## config.mk

```make
export PLATFORM = sky130hd
export DESIGN_NAME = micro_sequencer_flat
export DESIGN_NICKNAME = d
export VERILOG_FILES = /design/src/rtl/micro_sequencer_if.sv /design/src/rtl/micro_sequencer.sv /design/src/flat_wrapper.sv
export SDC_FILE = /design/constraint.sdc
export NUM_CORES = 1
export LEC_CHECK = 0
export ABC_AREA = 1
export CAP_MARGIN = 15
export CORE_MARGIN = 5
export CORE_UTILIZATION = 35
export DETAILED_ROUTE_END_ITERATION = 10
export GPL_TIMING_DRIVEN = 0
export PLACE_DENSITY = 0.67
export SLEW_MARGIN = 10
export SYNTH_ARGS = -nofsm -noshare
export SYNTH_HDL_FRONTEND = slang
export SYNTH_SLANG_ARGS = --single-unit
```

## constraint.sdc

```tcl
create_clock -name clock -period 1.92 [get_ports clock]
set_clock_uncertainty 0.2 [all_clocks]
set_input_delay 0.288 -clock clock [delete_from_list [all_inputs] [get_ports clock]]
set_output_delay 0.288 -clock clock [all_outputs]
set_load 0.01 [all_outputs]
```

## src/rtl/micro_sequencer_if.sv

```systemverilog
`default_nettype none
// ============================================================================
//  Module   : micro_sequencer_if
//  Purpose  : Control-store bus between the micro-sequencer and its ROM.
//             The ROM is combinational: rom_data reflects rom_addr in the
//             same cycle.
//  Signals  : rom_addr  - control-store address (driven by the sequencer)
//             rom_data  - microword {ctrl, seq[1:0], next_addr}
//  Modports : master - sequencer side, slave - ROM side
//  Revision : 1.0 - initial release
// ============================================================================
interface micro_sequencer_if #(
    parameter int ADDR_W = 6,
    parameter int CTRL_W = 16
);
    logic [ADDR_W-1:0]          rom_addr;
    logic [CTRL_W+2+ADDR_W-1:0] rom_data;

    modport master (output rom_addr, input  rom_data);
    modport slave  (input  rom_addr, output rom_data);
endinterface
`default_nettype wire

```

## src/rtl/micro_sequencer.sv

```systemverilog
`default_nettype none
// ============================================================================
//  Module   : micro_sequencer
//  Purpose  : Parametrised microprogram sequencer. Holds the micro-PC,
//             fetches microwords from a combinational control store and
//             computes the next address (increment / jump / opcode dispatch /
//             return-to-fetch). Supports free-run, single-step and a
//             hardware breakpoint.
//  Ports    : clock      - system clock
//             reset      - asynchronous active-low reset
//             mode       - 1 = run, 0 = single-step
//             step       - debounced step button (asynchronous level)
//             op         - current opcode used for dispatch
//             bp_en      - breakpoint enable
//             bp_addr    - breakpoint micro-address
//             rom_bus    - control-store bus (master side)
//             ctrl_out   - control field of the last executed microword
//             upc        - current micro-PC
//             bp_hit     - breakpoint halt flag
//             exec_count - number of microwords executed (wraps)
//  Notes    : OP_W must not exceed ADDR_W.
//  Revision : 1.0 - initial release
// ============================================================================
module micro_sequencer #(
    parameter int ADDR_W        = 6,
    parameter int CTRL_W        = 16,
    parameter int OP_W          = 6,
    parameter int DISPATCH_BASE = 32,
    parameter int CNT_W         = 16
) (
    input  wire logic              clock,
    input  wire logic              reset,
    input  wire logic              mode,
    input  wire logic              step,
    input  wire logic [OP_W-1:0]   op,
    input  wire logic              bp_en,
    input  wire logic [ADDR_W-1:0] bp_addr,
    micro_sequencer_if.master      rom_bus,
    output logic [CTRL_W-1:0]      ctrl_out,
    output logic [ADDR_W-1:0]      upc,
    output logic                   bp_hit,
    output logic [CNT_W-1:0]       exec_count
);

    localparam logic [1:0] c_seq_inc   = 2'b00;
    localparam logic [1:0] c_seq_jump  = 2'b01;
    localparam logic [1:0] c_seq_disp  = 2'b10;

    localparam logic [ADDR_W-1:0] c_disp_base = ADDR_W'(DISPATCH_BASE);

    // Breakpoint state machine: RUN = advancing freely, BREAK = halted at bp
    localparam logic [0:0] c_st_run   = 1'b0;
    localparam logic [0:0] c_st_break = 1'b1;

    logic [0:0]        r_state;
    logic [0:0]        w_state_next;

    logic [ADDR_W-1:0] r_upc;
    logic [CTRL_W-1:0] r_ctrl;
    logic [CNT_W-1:0]  r_count;

    logic              r_step_s1;
    logic              r_step_s2;
    logic              r_step_prev;
    logic              w_step_pulse;

    logic              w_bp_hit;
    logic              w_advance;
    logic [ADDR_W-1:0] w_next_upc;

    logic [ADDR_W-1:0] w_next_addr;
    logic [1:0]        w_seq;
    logic [CTRL_W-1:0] w_ctrl;

    // ------------------------------------------------------------------
    // Microword fields
    // ------------------------------------------------------------------
    assign w_next_addr = rom_bus.rom_data[ADDR_W-1:0];
    assign w_seq       = rom_bus.rom_data[ADDR_W+1:ADDR_W];
    assign w_ctrl      = rom_bus.rom_data[CTRL_W+ADDR_W+1:ADDR_W+2];

    // ------------------------------------------------------------------
    // Step button: two-stage synchroniser followed by rising-edge detect.
    // The pulse is combinational off the edge register so the advance
    // lands on the third clock edge after the button rises.
    // ------------------------------------------------------------------
    always_ff @(posedge clock or negedge reset) begin
        if (!reset) begin
            r_step_s1   <= 1'b0;
            r_step_s2   <= 1'b0;
            r_step_prev <= 1'b0;
        end else begin
            r_step_s1   <= step;
            r_step_s2   <= r_step_s1;
            r_step_prev <= r_step_s2;
        end
    end

    assign w_step_pulse = r_step_s2 & ~r_step_prev;

    // A step pulse in run mode merges with the run advance (single advance).
    assign w_advance = (mode & ~w_bp_hit) | w_step_pulse;

    // ------------------------------------------------------------------
    // Next-address selection
    // ------------------------------------------------------------------
    always_comb begin
        w_next_upc = '0;
        case (w_seq)
            c_seq_inc:  w_next_upc = r_upc + ADDR_W'(1);
            c_seq_jump: w_next_upc = w_next_addr;
            c_seq_disp: w_next_upc = c_disp_base + ADDR_W'(op);
            default:    w_next_upc = '0;
        endcase
    end

    // ------------------------------------------------------------------
    // Datapath registers: only move on an advance
    // ------------------------------------------------------------------
    always_ff @(posedge clock or negedge reset) begin
        if (!reset) begin
            r_upc   <= '0;
            r_ctrl  <= '0;
            r_count <= '0;
        end else if (w_advance) begin
            r_upc   <= w_next_upc;
            r_ctrl  <= w_ctrl;
            r_count <= r_count + CNT_W'(1);
        end
    end

    // ------------------------------------------------------------------
    // Breakpoint FSM: state register
    // ------------------------------------------------------------------
    always_ff @(posedge clock or negedge reset) begin
        if (!reset) begin
            r_state <= c_st_run;
        end else begin
            r_state <= w_state_next;
        end
    end

    // ------------------------------------------------------------------
    // Breakpoint FSM: next state. Leaving run mode or disabling the
    // breakpoint always releases the halt. The step that releases a halt
    // cannot re-arm it, even if it lands on bp_addr again.
    // ------------------------------------------------------------------
    always_comb begin
        w_state_next = r_state;
        if (!mode || !bp_en) begin
            w_state_next = c_st_run;
        end else if (r_state == c_st_break) begin
            if (w_step_pulse) begin
                w_state_next = c_st_run;
            end
        end else if (w_advance && (w_next_upc == bp_addr)) begin
            w_state_next = c_st_break;
        end
    end

    // ------------------------------------------------------------------
    // Breakpoint FSM: outputs
    // ------------------------------------------------------------------
    always_comb begin
        w_bp_hit = 1'b0;
        if (r_state == c_st_break) begin
            w_bp_hit = 1'b1;
        end
    end

    assign rom_bus.rom_addr = r_upc;
    assign upc              = r_upc;
    assign ctrl_out         = r_ctrl;
    assign exec_count       = r_count;
    assign bp_hit           = w_bp_hit;

endmodule
`default_nettype wire

```

## src/flat_wrapper.sv

```systemverilog
// flat-port wrapper written by rule: the top's interface ports become plain ports
module micro_sequencer_flat 
#(
    parameter int ADDR_W        = 6,
    parameter int CTRL_W        = 16,
    parameter int OP_W          = 6,
    parameter int DISPATCH_BASE = 32,
    parameter int CNT_W         = 16
)
  (clock, reset, mode, step, op, bp_en, bp_addr, ctrl_out, upc, bp_hit, exec_count, rom_bus_rom_addr, rom_bus_rom_data);
  micro_sequencer_if #(.ADDR_W(ADDR_W), .CTRL_W(CTRL_W)) rom_bus_i ();
  input  wire logic clock;
  input  wire logic reset;
  input  wire logic mode;
  input  wire logic step;
  input  wire logic [OP_W-1:0] op;
  input  wire logic bp_en;
  input  wire logic [ADDR_W-1:0] bp_addr;
  output logic [CTRL_W-1:0] ctrl_out;
  output logic [ADDR_W-1:0] upc;
  output logic bp_hit;
  output logic [CNT_W-1:0] exec_count;
  output wire logic [$bits(rom_bus_i.rom_addr)-1:0] rom_bus_rom_addr;
  input wire logic [$bits(rom_bus_i.rom_data)-1:0] rom_bus_rom_data;
  assign rom_bus_rom_addr = rom_bus_i.rom_addr;
  assign rom_bus_i.rom_data = rom_bus_rom_data;
  micro_sequencer #(.ADDR_W(ADDR_W), .CTRL_W(CTRL_W), .OP_W(OP_W), .DISPATCH_BASE(DISPATCH_BASE), .CNT_W(CNT_W)) u_core (.clock(clock), .reset(reset), .mode(mode), .step(step), .op(op), .bp_en(bp_en), .bp_addr(bp_addr), .rom_bus(rom_bus_i), .ctrl_out(ctrl_out), .upc(upc), .bp_hit(bp_hit), .exec_count(exec_count));
endmodule
```

==> results of run 1 <==
## per-layer routing
layer  global-route usage  vias up  part of all wire
li1                     -      877                 -
met1                0.180      833              0.43
met2                0.232       41              0.51
met3               0.0348        5             0.056
met4               0.0418        0             0.012
met5                    0        -                 0
## power breakdown
group	internal (W)	leakage [nW]	switching (W)	total, W
Sequential	0.00102	0.510	0.000150	0.00117
Combinational	0.000508	0.901	0.000339	0.000847
Clock	0.000257	0.0452	0.000301	0.000557
Total	0.00178	1.46	0.000790	0.00257
## cells in the mapped netlist, drive strengths merged
master,number
nand3,18
nor3,3
o211ai,1
a31oi,2
a21oi,2
buf,8
mux2,18
ha,2
o21bai,1
o21ai,5
nor2,12
clkbuf,1
nand3b,1
nand2,49
dfrtp,42
xnor2,7
nand4,7
or2,1
xor2,8
inv,22
## cells by family (layout without fill, tap and decap cells)
logic type,Yosys count,count (layout),synth area share
buffers and inverters,31,130,0.0672
xor gates and xnor gates,15,15,0.0624
muxes,18,18,0.0963
AOI/OAI and AO/OA,11,11,0.0351
and+or+nand+nor,91,91,0.228
DFF,42,42,0.499
adders and majority gates,2,2,0.0119
## stage by stage
stage                util  worst slack [ns]  std cells  power (W)  area [µm²]
floorplan               -             0.271        210    0.00154        2100
CTS                 0.538            0.0250        380    0.00260        3160
global placement    0.518            -0.844        370    0.00201        3050
detailed placement  0.521            -0.201        371    0.00203        3060
global route        0.544          -0.00333        384    0.00276        3200
finish              0.544            0.0660        384    0.00257        3200
## area by class of cell
type	count	area share
Sequential cell	42	0.330
Multi-Input combinational cell	137	0.286
Timing Repair Buffer	91	0.284
Tap cell	75	0.0293
Inverter	22	0.0258
Clock buffer	6	0.0227
Buffer	9	0.0184
Clock inverter	2	0.00430
## how the worst min path moves through the flow
stage                           from              endpoint  slack (ns)  cells after the start
global placement    u_core.r_step_s1      u_core.r_step_s2        0.13                      0
CTS                 u_core.r_step_s1      u_core.r_step_s2        0.15                      0
floorplan                      reset    u_core.ctrl_out[0]       -0.21                      0
global route        u_core.r_step_s1      u_core.r_step_s2        0.16                      0
finish              u_core.r_step_s1      u_core.r_step_s2        0.15                      0
detailed placement             reset  u_core.exec_count[8]       0.008                      1
## sequential cells by signal, indices dropped and copies added (netlist names)
signal,count
u_core.ctrl_out,16
u_core.exec_count,16
u_core.r_state,1
u_core.r_step_prev,1
u_core.r_step_s1,1
u_core.r_step_s2,1
u_core.rom_bus.rom_addr,6
## timing repair
| item | CTS | global route |
|---|---|---|
| cloned | 0 | 0 |
| hold buffers | 1 | 0 |
| endpoints found under the setup margin | 3 | 5 |
| hold endpoints to repair | 12 | 0 |
| gates resized for setup | 3 | 3 |
| setup buffers | 0 | 4 |
==> reports/metrics.cfg, run 1 <==
[detailed_routing]
drtPass1Iterations = 4
via_per_inst = 4.57
ant_nets = 0
routed_wl_mm = 4.98
vias = 1756
drc = 0
initialDrtViolationCount = 55
wire_per_inst_um = 13.0

[logic_synthesis]
yosysSeqAreaShare = 0.499
synth_area_um2 = 2100
synth.area.top_cells = dfrtp_1 50%, mux2_2 9.6%, nand2_1 8.0%, nand3_1 3.6%, xor2_1 3.3%
syn-num-nets = 253
avgSynthCellArea_um2 = 10.0
synth_cell_type_count = 31
yosysWarningCount = 0
synth_top_cell_area_share = 0.499
synth_seq_cells = 42
synth_cells = 210
synth_top_area_cell = dfrtp_1

[sta]
setup_tns_ns = 0
setup_viol = 0
max-slew-margin-rel = 0.710
hold_viol_final = 0
worst_pin_slew_ns = 0.435
finalCritPeriodShare = 0.966
fmaxAchievable_ghz = 0.539
period_minus_slack_ns = 1.85
maxSlewViolCount = 0
whs_ns = 0.152

[clock_tree]
clock_sinks = 42
numCtsBuffers = 5
cts_tree = built
cts_root_buffer = clkbuf_8
h-tree-depth = 2
cts_max_path_buffers = 2
clk_pin_slew_ns = 0.08
clock_latency_ns = 0.29

[setup_path]
max_stage_delay_ns = 0.59
cp_num_cells = 1
rrSetupSlack_ns = 0.12
timing.rr.start = u_core.rom_bus.rom_addr[0]
crit_end = exec_count[3]
r2r_end = u_core.r_state
r2r.worst_path.cells = 9
critPathBufInv = 1
critPathKind = reg2out
crit_start = u_core.exec_count[3]
critPathArrivalTime_ns = 1.37
startpoint_type = flop
slowest_stage = clkdlybuf4s50_1
path_cells = clkdlybuf4s50_1
path_delay_family = buffers and inverters
crit_required_ns = 1.43
worst-path-max-fanout = 5
cp-end-kind = output pin

[placed_design]
io_buffer_count = 85
gp_congestion = 0.777
dp_hpwl_mm = 3.93

[grt]
antenna_found_initial = 0
grt_util_all_layers = 0.140
grt_pass1_wl_mm = 8.53
grt_pass1_vias = 1767
grt_overflow = 0
grt_start_max_net_pins = 31

[finish]
final_common_cell = clkdlybuf4s50_1
nets = 351
area_growth_pct = 52.2
drive_gt1_frac = 0.230
regArea_um2 = 1060
fillers = 556
antenna-diode-count = 0
multi_input_area_um2 = 917
layout_common_cells = 83 x clkdlybuf4s50_1, 45 x nand2_1, 38 x dfrtp_1, 18 x mux2_2, 15 x nand3_1

[power]
power_density_nw_per_um2 = 803
leakagePower_nw = 1.46
peakVddDrop_uv = 378

[floorplanning]
io_pins = 86
dieHeight_um = 87.5
die_area_um2 = 7660
initial_core_util = 0.358
rows = 28
core_um2 = 5890
die_x_um = 87.5

[min_path]
hp-class = reg2reg

[job]
cap_violations = 0

[status]
outcome = completed

(Power assumes the default switching activity.)
==> run 2: changes to the inputs <==
- CTS_CLUSTER_SIZE: default -> 10
- REMOVE_ABC_BUFFERS: default -> 1
==> reports/metrics.cfg, run 2 (synthesis gave the netlist of run 1 again) <==
[placed_design]
dp_hpwl_mm = 3.88  ; -1.2%
gp_congestion = 0.770  ; -0.86%
io_buffer_count = 85  ; unchanged

[grt]
grt_overflow = 0  ; unchanged
grt_start_max_net_pins = 31  ; unchanged
antenna_found_initial = 0  ; unchanged
grt_pass1_vias = 1696  ; -4.0%
grt_util_all_layers = 0.139  ; -0.000759
grt_pass1_wl_mm = 8.36  ; -1.9%

[sta]
rsz0062_at_grt = false
period_minus_slack_ns = 1.84  ; -0.0128 ns
worst_pin_slew_ns = 0.325  ; -0.109 ns
maxSlewViolCount = 0  ; unchanged
setup_viol = 0  ; unchanged
hold_viol_final = 0  ; unchanged
whs_ns = 0.152  ; +0.000841 ns
finalCritPeriodShare = 0.959  ; -0.00667
max-slew-margin-rel = 0.783  ; +0.0728
fmaxAchievable_ghz = 0.543  ; +0.70%
setup_tns_ns = 0  ; unchanged

[floorplanning]
io_pins = 86  ; unchanged
initial_core_util = 0.358  ; unchanged
die_area_um2 = 7660  ; unchanged
core_um2 = 5890  ; unchanged
rows = 28  ; unchanged
die_x_um = 87.5  ; unchanged
dieHeight_um = 87.5  ; unchanged

[setup_path]
critPathKind = reg2out
path_delay_family = buffers and inverters
slowest_stage = clkdlybuf4s50_1
r2r.worst_path.cells = 9  ; unchanged
critPathArrivalTime_ns = 1.35  ; -0.02 ns
worst-path-max-fanout = 5  ; unchanged
timing.rr.start = u_core.rom_bus.rom_addr[0]
r2r_end = u_core.r_state
critPathBufInv = 1  ; unchanged
crit_required_ns = 1.43  ; about the same
crit_start = u_core.exec_count[3]
crit_end = exec_count[3]
max_stage_delay_ns = 0.59  ; about the same
rrSetupSlack_ns = 0.11  ; about the same
cp-end-kind = output pin
startpoint_type = flop
path_cells = clkdlybuf4s50_1
cp_num_cells = 1  ; unchanged

[clock_tree]
cts_max_path_buffers = 2  ; unchanged
h-tree-depth = 2  ; unchanged
clk_pin_slew_ns = 0.08  ; about the same
cts_root_buffer = clkbuf_8
clock_latency_ns = 0.28  ; about the same
clock_sinks = 42  ; unchanged
numCtsBuffers = 5  ; unchanged
cts_tree = built

[detailed_routing]
via_per_inst = 4.58  ; +0.19%
initialDrtViolationCount = 51  ; -7.3%
ant_nets = 0  ; unchanged
vias = 1709  ; -2.7%
drc = 0  ; unchanged
routed_wl_mm = 5.10  ; +2.3%
wire_per_inst_um = 13.7  ; +5.3%
drtPass1Iterations = 4  ; unchanged

[status]
outcome = completed

[job]
cap_violations = 0  ; unchanged

[power]
peakVddDrop_uv = 546  ; +44%
leakagePower_nw = 1.41  ; -2.9%
power_density_nw_per_um2 = 829  ; +3.3%

[finish]
area_growth_pct = 51.0
layout_common_cells = 84 x clkdlybuf4s50_1, 44 x nand2_1, 39 x dfrtp_1, 18 x mux2_2, 15 x nand3_1
antenna-diode-count = 0  ; unchanged
nets = 340  ; -3.1%
final_common_cell = clkdlybuf4s50_1
drive_gt1_frac = 0.208  ; -0.0217
fillers = 517  ; -7.0%

[min_path]
hold_depth = 0  ; unchanged
hold_path_startpoint = u_core.r_step_s1
hp-class = reg2reg

## run 2: worst min path at each step
stage                                 endpoint  slack, ns
after global placement        u_core.r_step_s2       0.13
after floorplan             u_core.ctrl_out[0]      -0.21
final                         u_core.r_step_s2       0.15
after detailed placement  u_core.exec_count[6]      0.003
after global routing          u_core.r_step_s2       0.17
after CTS                     u_core.r_step_s2       0.16
## run 2: per-stage QoR
step | utilization | total power, W | std cells | setup WS, ns | area (µm²)
3_3_place_gp | 0.508 | 0.00198 | 361 | -0.811 | 2990
6_report | 0.540 | 0.00263 | 373 | 0.0788 | 3180
5_1_grt | 0.540 | 0.00281 | 373 | 0.00604 | 3180
3_5_place_dp | 0.511 | 0.00200 | 362 | -0.678 | 3010
4_1_cts | 0.537 | 0.00267 | 373 | 0.0223 | 3160
2_1_floorplan | - | 0.00151 | 201 | -0.00200 | 2050
## run 2: what timing repair did
item                                   4_1_cts  5_1_grt
resized for setup                            2        6
endpoints found under the hold margin       12        0
cloned                                       1        0
hold buffers                                 1        0
buffers inserted                             1        0
pin swaps                                    1        0
setup endpoints to repair                    5        7
## run 2: report_power, final
part           switching (W)  internal (W)
Combinational       0.000333      0.000477
Sequential          0.000163       0.00102
Clock               0.000281      0.000363
## run 2: metal layers
layer,part of all wire,global-route usage
met1,0.42,0.176
met2,0.51,0.232
met3,0.067,0.0423
met4,0.0090,0.0335
met5,0,0
## run 2: final cells by class
cell class	count	area, µm²	share of cell area
tap	75	93.8	0.0295
inverter	22	82.6	0.0260
clock buffer	8	110	0.0347
sequential	42	1050	0.332
timing repair buffer	88	883	0.278
multi-input combinational	138	952	0.300
